`config.mk`:
```
export PLATFORM = sky130hd
export DESIGN_NAME = rr_mux_8_1
export DESIGN_NICKNAME = d
export VERILOG_FILES = /design/src/rtl/rr_mux_8_1.sv
export SDC_FILE = /design/constraint.sdc
export NUM_CORES = 1
export LEC_CHECK = 0
export BUFFER_PORTS_ARGS = -buffer_cell sky130_fd_sc_hd__buf_4
export CORE_UTILIZATION = 35
export CTS_CLUSTER_DIAMETER = 30
export DETAILED_ROUTE_END_ITERATION = 7
export GPL_ROUTABILITY_DRIVEN = 1
export GPL_TIMING_DRIVEN = 0
export SETUP_SLACK_MARGIN = 0.15
export SYNTH_ARGS = -nofsm -noshare
export SYNTH_HDL_FRONTEND = slang
export SYNTH_SLANG_ARGS = --single-unit
```
`constraint.sdc`:
```
create_clock -name clk -period 3.96 [get_ports clk]
set_clock_uncertainty 0.2 [all_clocks]
set_input_delay 0.198 -clock clk [delete_from_list [all_inputs] [get_ports clk]]
set_output_delay 0.198 -clock clk [all_outputs]
set_load 0.02 [all_outputs]
```
`src/rtl/rr_mux_8_1.sv`:
```
// rr_mux_8_1: 8-to-1 round-robin collecting multiplexer with one registered output stage.
// Merges eight valid/ready producer lanes onto a single stream, tagging each beat with
// the lane index it came from.
//   clk, rst            clock and synchronous active-high reset
//   in_valid[7:0]       per-lane beat present
//   in_data[8*W-1:0]    packed lane data, lane 0 in LSBs
//   in_ready[7:0]       one-hot grant (combinational), zero during reset
//   out_valid           output register holds a beat
//   out_data[W-1:0]     data of the held beat
//   out_sel[2:0]        source lane of the held beat
//   out_ready           consumer accepts the held beat
module rr_mux_8_1 #(
  parameter int unsigned W = 8
) (
  input  logic           clk,
  input  logic           rst,
  input  logic [7:0]     in_valid,
  input  logic [8*W-1:0] in_data,
  output logic [7:0]     in_ready,
  output logic           out_valid,
  output logic [W-1:0]   out_data,
  output logic [2:0]     out_sel,
  input  logic           out_ready
);

  localparam int unsigned LANES = 8;
  localparam int unsigned SEL_W = 3;

  logic [SEL_W-1:0] ptr;
  logic [SEL_W-1:0] grant;
  logic [SEL_W-1:0] cand;
  logic             found;
  logic             any_valid;
  logic             load_en;
  logic [W-1:0]     grant_data;

  assign any_valid = |in_valid;
  // Output register can take a new beat when empty or being drained this cycle.
  assign load_en   = !out_valid || out_ready;

  // Round-robin search starting at ptr; 3-bit arithmetic gives the mod-8 wrap.
  always_comb begin
    grant = '0;
    found = 1'b0;
    cand  = '0;
    for (int unsigned i = 0; i < LANES; i++) begin
      cand = ptr + SEL_W'(i);
      if (!found && in_valid[cand]) begin
        grant = cand;
        found = 1'b1;
      end
    end
  end

  assign grant_data = in_data[W*32'(grant) +: W];

  // Grant is only advertised when the beat can actually be captured this edge.
  assign in_ready = (load_en && any_valid && !rst) ? (8'b1 << grant) : 8'b0;

  // Output stage and pointer update.
  always_ff @(posedge clk) begin
    if (rst) begin
      out_valid <= 1'b0;
      out_data  <= '0;
      out_sel   <= '0;
      ptr       <= '0;
    end else if (load_en) begin
      if (any_valid) begin
        out_valid <= 1'b1;
        out_data  <= grant_data;
        out_sel   <= grant;
        ptr       <= grant + SEL_W'(1);
      end else begin
        out_valid <= 1'b0;
      end
    end
  end

endmodule

```
==> qor.csv, run 1 <==
metric,value,unit
Synth top cells by count,"nor2_1, nand2_1, dfxtp_1",
Yosys top cell by area,dfxtp_1,
share of layout cells above drive strength 1,0.467,
Final setup viols,0,
number of DRC markers in iteration 0,152,
Psw,1.70,mW
GRT Overall Usage,0.228,
outcome,finished clean,
Sw Ratio,0.488,
Setup CP Type,reg -> out,
H-Tree Level Count,1,
placed insts,442,
worst hold endpoint,out_valid,
Synth cell types,57,
Finished Core Util,0.563,
Synth warnings,0,
CTS Sinks,15,
FP Rows,28,
gp weighted congestion,0.863,
Highest Signal Layer,met4,
Arrival @ worst endpoint,3.34,ns
Pint,1.79,mW
Seq pwr share,0.071,
HP Class,in -> reg,
Post-Syn Instances,273,
Post-synth EDFFs,0,
syn avg cell area,7.94,um^2
Pwr Density,1040,nW/um^2
r2r endpoint,out_data[6],
clock-pin slew on the worst setup and hold paths,0.06,ns
final hold slack,0.0279,ns
Final #Nets,471,
M1 wire length,3.33,mm
Post-synth ARST share,0,
post-synth top area share,0.139,
Worst setup SP type,flop,
Routed WL per cell,16.3,um
post-synth design cell area,2170,um^2
die width,80.7,um
RSZ-0062 raised after global routing,true,
die height,80.7,um
Max Fclk,268,MHz
detailed-route wire length,7.60,mm
vias per cell,5.46,
crit path max fanout,8,
critical path required time,3.56,ns
post-route setup slack,0.227,ns
Total Die Area,6510,um^2
cells on worst reg2reg path,16,
reg2reg start,ptr[0],
Post-Place Setup Slack,-0.503,ns
final std cells w/o fill,467,
clock latency on the worst-skew pair,0.25,ns
#FFs+latches synth,15,
Worst IR Drop VDD,496,uV
Most used DFF post-synth,dfxtp_1,
final hold vios,0,
Root Buffer,clkbuf_8,
hold path start,out_ready,
register-to-register setup slack,0.31,ns
total grt overflow,0,
Pleak,1.60,nW
Slew @ Worst Pin,0.499,ns
WL met2,3.74,mm
largest net degree at the start of global routing,11,
fin. max-slew vios,0,
CTS Buf Count,3,
Starting Density,0.364,
Final Cycle Share,0.943,
initial antenna violation count,0,
clk buf depth,2,
top post-synthesis cells by area,"dfxtp_1, mux4_2, o211a_1",
Setup crit end kind,primary output,
most frequent cell after synthesis,nor2_1,
Layout area overhead,54.8,%
"Seq/Total Area, Yosys",0.139,
first-pass GRT wire length,11.4,mm
CTS tree,built,
I/O pins,95,
Max Cap Viol,0,
number of global-route vias before repair,2275,
IO buf count,94,
Ant. Diodes,0,
cts hold-fix bufs,0,
Clk pwr share,0.036,
core area,5960,um^2
hpwl dp,5.69,mm
hold depth,3,
DR DRC count,0,
Comb pwr share,0.894,
Tmin final,3.73,ns
syn nets,351,
met3 wire length,388,um
Antenna Violating Nets Remaining,0,
drt pass-1 iters,4,
via count,2551,
worst rel slew slack,0.661,
-- power by group through the flow --
stage	logic [mW]	registers [mW]	clock network [mW]
after floorplan	1.81	0.300	0
after global placement	2.49	0.246	0
after detailed placement	2.48	0.247	0
after CTS	2.93	0.247	0.128
after global routing	3.37	0.256	0.131
final	3.12	0.247	0.124
-- state kept, by name (all words and copies together) (netlist names) --
signal,cells
out_data,8
out_sel,3
ptr,3
out_valid,1
-- cells by family (layout without fill, tap and decap cells) --
group	Yosys count	after routing	share of synthesized area
xor gates and xnor gates	3	3	0.0156
and+or+nand+nor	99	99	0.220
AOI/OAI and AO/OA	85	85	0.307
muxes	36	36	0.230
DFF	15	15	0.139
adders and majority gates	3	3	0.0173
buffers and inverters	32	151	0.0716
-- routing by layer --
metal,track usage,vias to the layer above
li1,-,1252
met1,0.323,1220
met2,0.358,69
met3,0.0307,10
met4,0.0589,0
met5,0,-
-- critical path, stage by stage, from the launching register on --
cell	delay (ns)
dfxtp_2	0.33
buf_6	0.09
buf_8	0.10
inv_4	0.03
ha_4	0.24
buf_6	0.11
mux4_2	0.63
mux2i_1	0.18
a32o_2	0.18
and3b_2	0.26
o2bb2ai_4	0.14
buf_6	0.12
nand2_4	0.06
buf_8	0.14
nor2_4	0.06
ha_2	0.15
and2_4	0.13
buf_6	0.11
-- metrics by stage --
step / total power [mW] / instance area [um^2] / TNS (ns)
after floorplan: 2.11 / 2170 / 0
after global placement: 2.73 / 2970 / -4.59
after detailed placement: 2.73 / 2970 / -4.75
after CTS: 3.30 / 3250 / 0
after global routing: 3.75 / 3360 / 0
final: 3.49 / 3360 / 0
-- timing repair --
action	4_1_cts	5_1_grt
setup buffers	15	6
gates resized for setup	32	21
setup endpoints to repair	21	16
pin swaps	8	8
-- cell usage in the layout (no fill, tap or decap), types with 3 or more instances in the layout --
master    instances
nor2_1           28
a21boi_0          7
buf_8             3
buf_4           110
dfxtp_1          13
nand3_1          11
clkbuf_8          4
mux2_2            6
o22ai_1           5
o211ai_1          3
clkbuf_1          6
buf_6             9
and2_1            3
buf_2             4
mux2i_1          13
a22oi_1           9
nor2b_1           5
nand2_2           4
nand2b_1          5
nand2_1          21
mux2_1            5
o21ai_1          12
o211a_1          14
nor2_2            3
inv_1            11
a211oi_1         11
a21oi_1           9
mux4_2            8
-- worst max path at each step --
stage               startpoint           to  slack, ns  depth (start not counted)
floorplan               ptr[0]  in_ready[7]       0.18                         15
global placement        ptr[0]  in_ready[7]      -0.50                         16
detailed placement      ptr[0]  in_ready[7]      -0.50                         16
CTS                     ptr[0]  in_ready[7]       0.17                         17
global route            ptr[0]  in_ready[7]       0.09                         17
finish                  ptr[0]  in_ready[7]       0.23                         17
-- layout make-up --
cell class / count / area, um^2
multi-input combinational: 226 / 1830
tap: 75 / 93.8
fill: 588 / 2600
clock buffer: 4 / 45.0
sequential: 15 / 303
buffer: 19 / 155
inverter: 13 / 51.3
timing repair buffer: 115 / 882
No activity file was read; power rests on OpenSTA's default activity.
==> inputs of run 2 (changes only) <==
--- a/config.mk
+++ b/config.mk
@@ -6,6 +6,7 @@
 export NUM_CORES = 1
 export LEC_CHECK = 0
 export BUFFER_PORTS_ARGS = -buffer_cell sky130_fd_sc_hd__buf_4
+export CORE_MARGIN = 4
 export CORE_UTILIZATION = 35
 export CTS_CLUSTER_DIAMETER = 30
 export DETAILED_ROUTE_END_ITERATION = 7
==> qor.csv, run 2 (synthesis gave the netlist of run 1 again) <==
metric,value,unit,change
outcome,finished clean,,unchanged
vias per cell,5.42,,was 5.46
die width,86.7,um,was 80.7 um
clock latency on the worst-skew pair,0.24,ns,was 0.25 ns
Starting Density,0.364,,unchanged
Pwr Density,1050,nW/um^2,was 1040 nW/um^2
FP Rows,28,,unchanged
Worst setup SP type,flop,,unchanged
drt pass-1 iters,4,,unchanged
fillers,588,,unchanged
Layout area overhead,56.2,%,was 54.8%
placed cell area,2970,um^2,unchanged
share of layout cells above drive strength 1,0.472,,was 0.467
max reg flops,8,,unchanged
gp weighted congestion,0.849,,was 0.863
CTS Buf Count,3,,unchanged
register with the most flip-flops,out_data,,unchanged
Routed WL per cell,16.9,um,was 16.3 um
cells on worst reg2reg path,17,,was 16
CTS Sinks,15,,unchanged
Ant. Diodes,0,,unchanged
Max Fclk,267,MHz,was 268 MHz
"commonest non-fill, non-tap cell in the layout",buf_4,,unchanged
CTS tree,built,,unchanged
DR DRC count,0,,unchanged
via count,2530,,was 2551
die height,86.7,um,was 80.7 um
"Design Area, Final",3380,um^2,was 3360 um^2
Root Buffer,clkbuf_8,,unchanged
number of global-route vias before repair,2395,,was 2275
IO buf count,94,,unchanged
clock-pin slew on the worst setup and hold paths,0.06,ns,about the same
Max Cap Viol,0,,unchanged
register-to-register setup slack,0.22,ns,was 0.31 ns
detailed-route wire length,7.87,mm,was 7.60 mm
HP Class,in -> reg,,unchanged
Final Cycle Share,0.945,,was 0.943
reg2reg start,ptr[0],,unchanged
Setup CP Type,reg -> reg,,was reg -> out
Arrival @ worst endpoint,3.73,ns,was 3.34 ns
worst hold endpoint,out_valid,,unchanged
worst rel slew slack,0.640,,was 0.661
total grt overflow,0,,unchanged
first-pass GRT wire length,12.0,mm,was 11.4 mm
hpwl dp,5.86,mm,was 5.69 mm
Antenna Violating Nets Remaining,0,,unchanged
most frequent cells in the layout,"buf_4, nor2_1, nand2_1",,unchanged
Setup crit end kind,flop,,was primary output
GRT Overall Usage,0.197,,was 0.228
RSZ-0062 raised after global routing,true,,unchanged
Slew @ Worst Pin,0.529,ns,was 0.499 ns
Overall Power,3.56,mW,was 3.49 mW
fin. max-slew vios,0,,unchanged
hold path start,out_ready,,unchanged
Final #Nets,471,,unchanged
initial antenna violation count,0,,unchanged
number of DRC markers in iteration 0,134,,was 152
Pleak,1.61,nW,was 1.60 nW
Total Die Area,7510,um^2,was 6510 um^2
clk buf depth,2,,unchanged
hold depth,3,,unchanged
core area,5960,um^2,unchanged
I/O pins,95,,unchanged
Worst IR Drop VDD,546,uV,was 496 uV
largest net degree at the start of global routing,11,,unchanged
Top Registers,"out_data: 8 flops, out_sel: 3 flops, ptr: 3 flops",,unchanged
H-Tree Level Count,1,,unchanged
final hold vios,0,,unchanged
crit path max fanout,8,,unchanged
critical path required time,3.95,ns,was 3.56 ns
Tmin final,3.74,ns,was 3.73 ns
r2r endpoint,out_data[2],,was out_data[6]
Final setup viols,0,,unchanged
[run 2: worst max-delay path by stage]
stage | from | end | slack [ns] | cells past startpoint
5_1_grt | ptr[0] | in_ready[2] | 0.08 | 15
6_report | ptr[0] | out_data[2] | 0.22 | 17
2_1_floorplan | ptr[0] | in_ready[7] | 0.18 | 15
4_1_cts | ptr[0] | in_ready[3] | 0.16 | 16
3_5_place_dp | ptr[0] | in_ready[7] | -0.50 | 16
3_3_place_gp | ptr[0] | in_ready[7] | -0.50 | 16
[run 2: metrics by stage]
| stage | hold WS (ns) | std cells | setup TNS (ns) | setup WS, ns | utilization |
|---|---|---|---|---|---|
| 2_1_floorplan | 0.162 | 273 | 0 | 0.177 | - |
| 3_3_place_gp | 0.282 | 442 | -4.64 | -0.498 | 0.499 |
| 3_5_place_dp | 0.293 | 442 | -4.48 | -0.503 | 0.499 |
| 4_1_cts | 0.0464 | 462 | 0 | 0.164 | 0.544 |
| 5_1_grt | 0.0662 | 467 | 0 | 0.0779 | 0.568 |
| 6_report | 0.0462 | 467 | 0 | 0.217 | 0.568 |
[run 2: routing by layer]
layer | GRT usage | share of wire | vias up
met5 | 0 | 0 | -
met4 | 0.0255 | 0.0027 | 0
met3 | 0.0190 | 0.033 | 2
met2 | 0.316 | 0.50 | 48
met1 | 0.293 | 0.47 | 1228
li1 | - | - | 1252
[run 2: layout make-up]
class | count | area (um^2) | share of cell area
Multi-Input combinational cell | 226 | 1850 | 0.546
Sequential cell | 15 | 303 | 0.0895
Tap cell | 75 | 93.8 | 0.0277
Timing Repair Buffer | 115 | 890 | 0.263
Clock buffer | 4 | 45.0 | 0.0133
Buffer | 19 | 154 | 0.0455
Inverter | 13 | 51.3 | 0.0152
[run 2: critical path: stages, from the launching register on]
cell and delay [ns]:
dfxtp_2 0.33, buf_6 0.10, buf_8 0.09, inv_4 0.03, ha_4 0.25, buf_6 0.10, mux4_2 0.61, mux2i_4 0.19
a21bo_1 0.25, a21oi_4 0.19, buf_4 0.15, o2bb2ai_4 0.07, and2_4 0.17, buf_8 0.12, buf_4 0.14, o211a_1 0.21
o21ai_1 0.29, o211a_1 0.19
[run 2: where the power goes]
part           switching (mW)  internal [mW]  total [mW]
Clock                  0.0499         0.0711       0.121
Combinational            1.67           1.52        3.19
Sequential             0.0334          0.214       0.247
[run 2: what timing repair did]
| action | CTS | global route |
|---|---|---|
| buffers inserted | 16 | 5 |
| setup endpoints to repair | 21 | 16 |
| pin swaps | 9 | 12 |
| cloned | 0 | 0 |
| hold buffers | 0 | 0 |
| gates resized for setup | 27 | 32 |
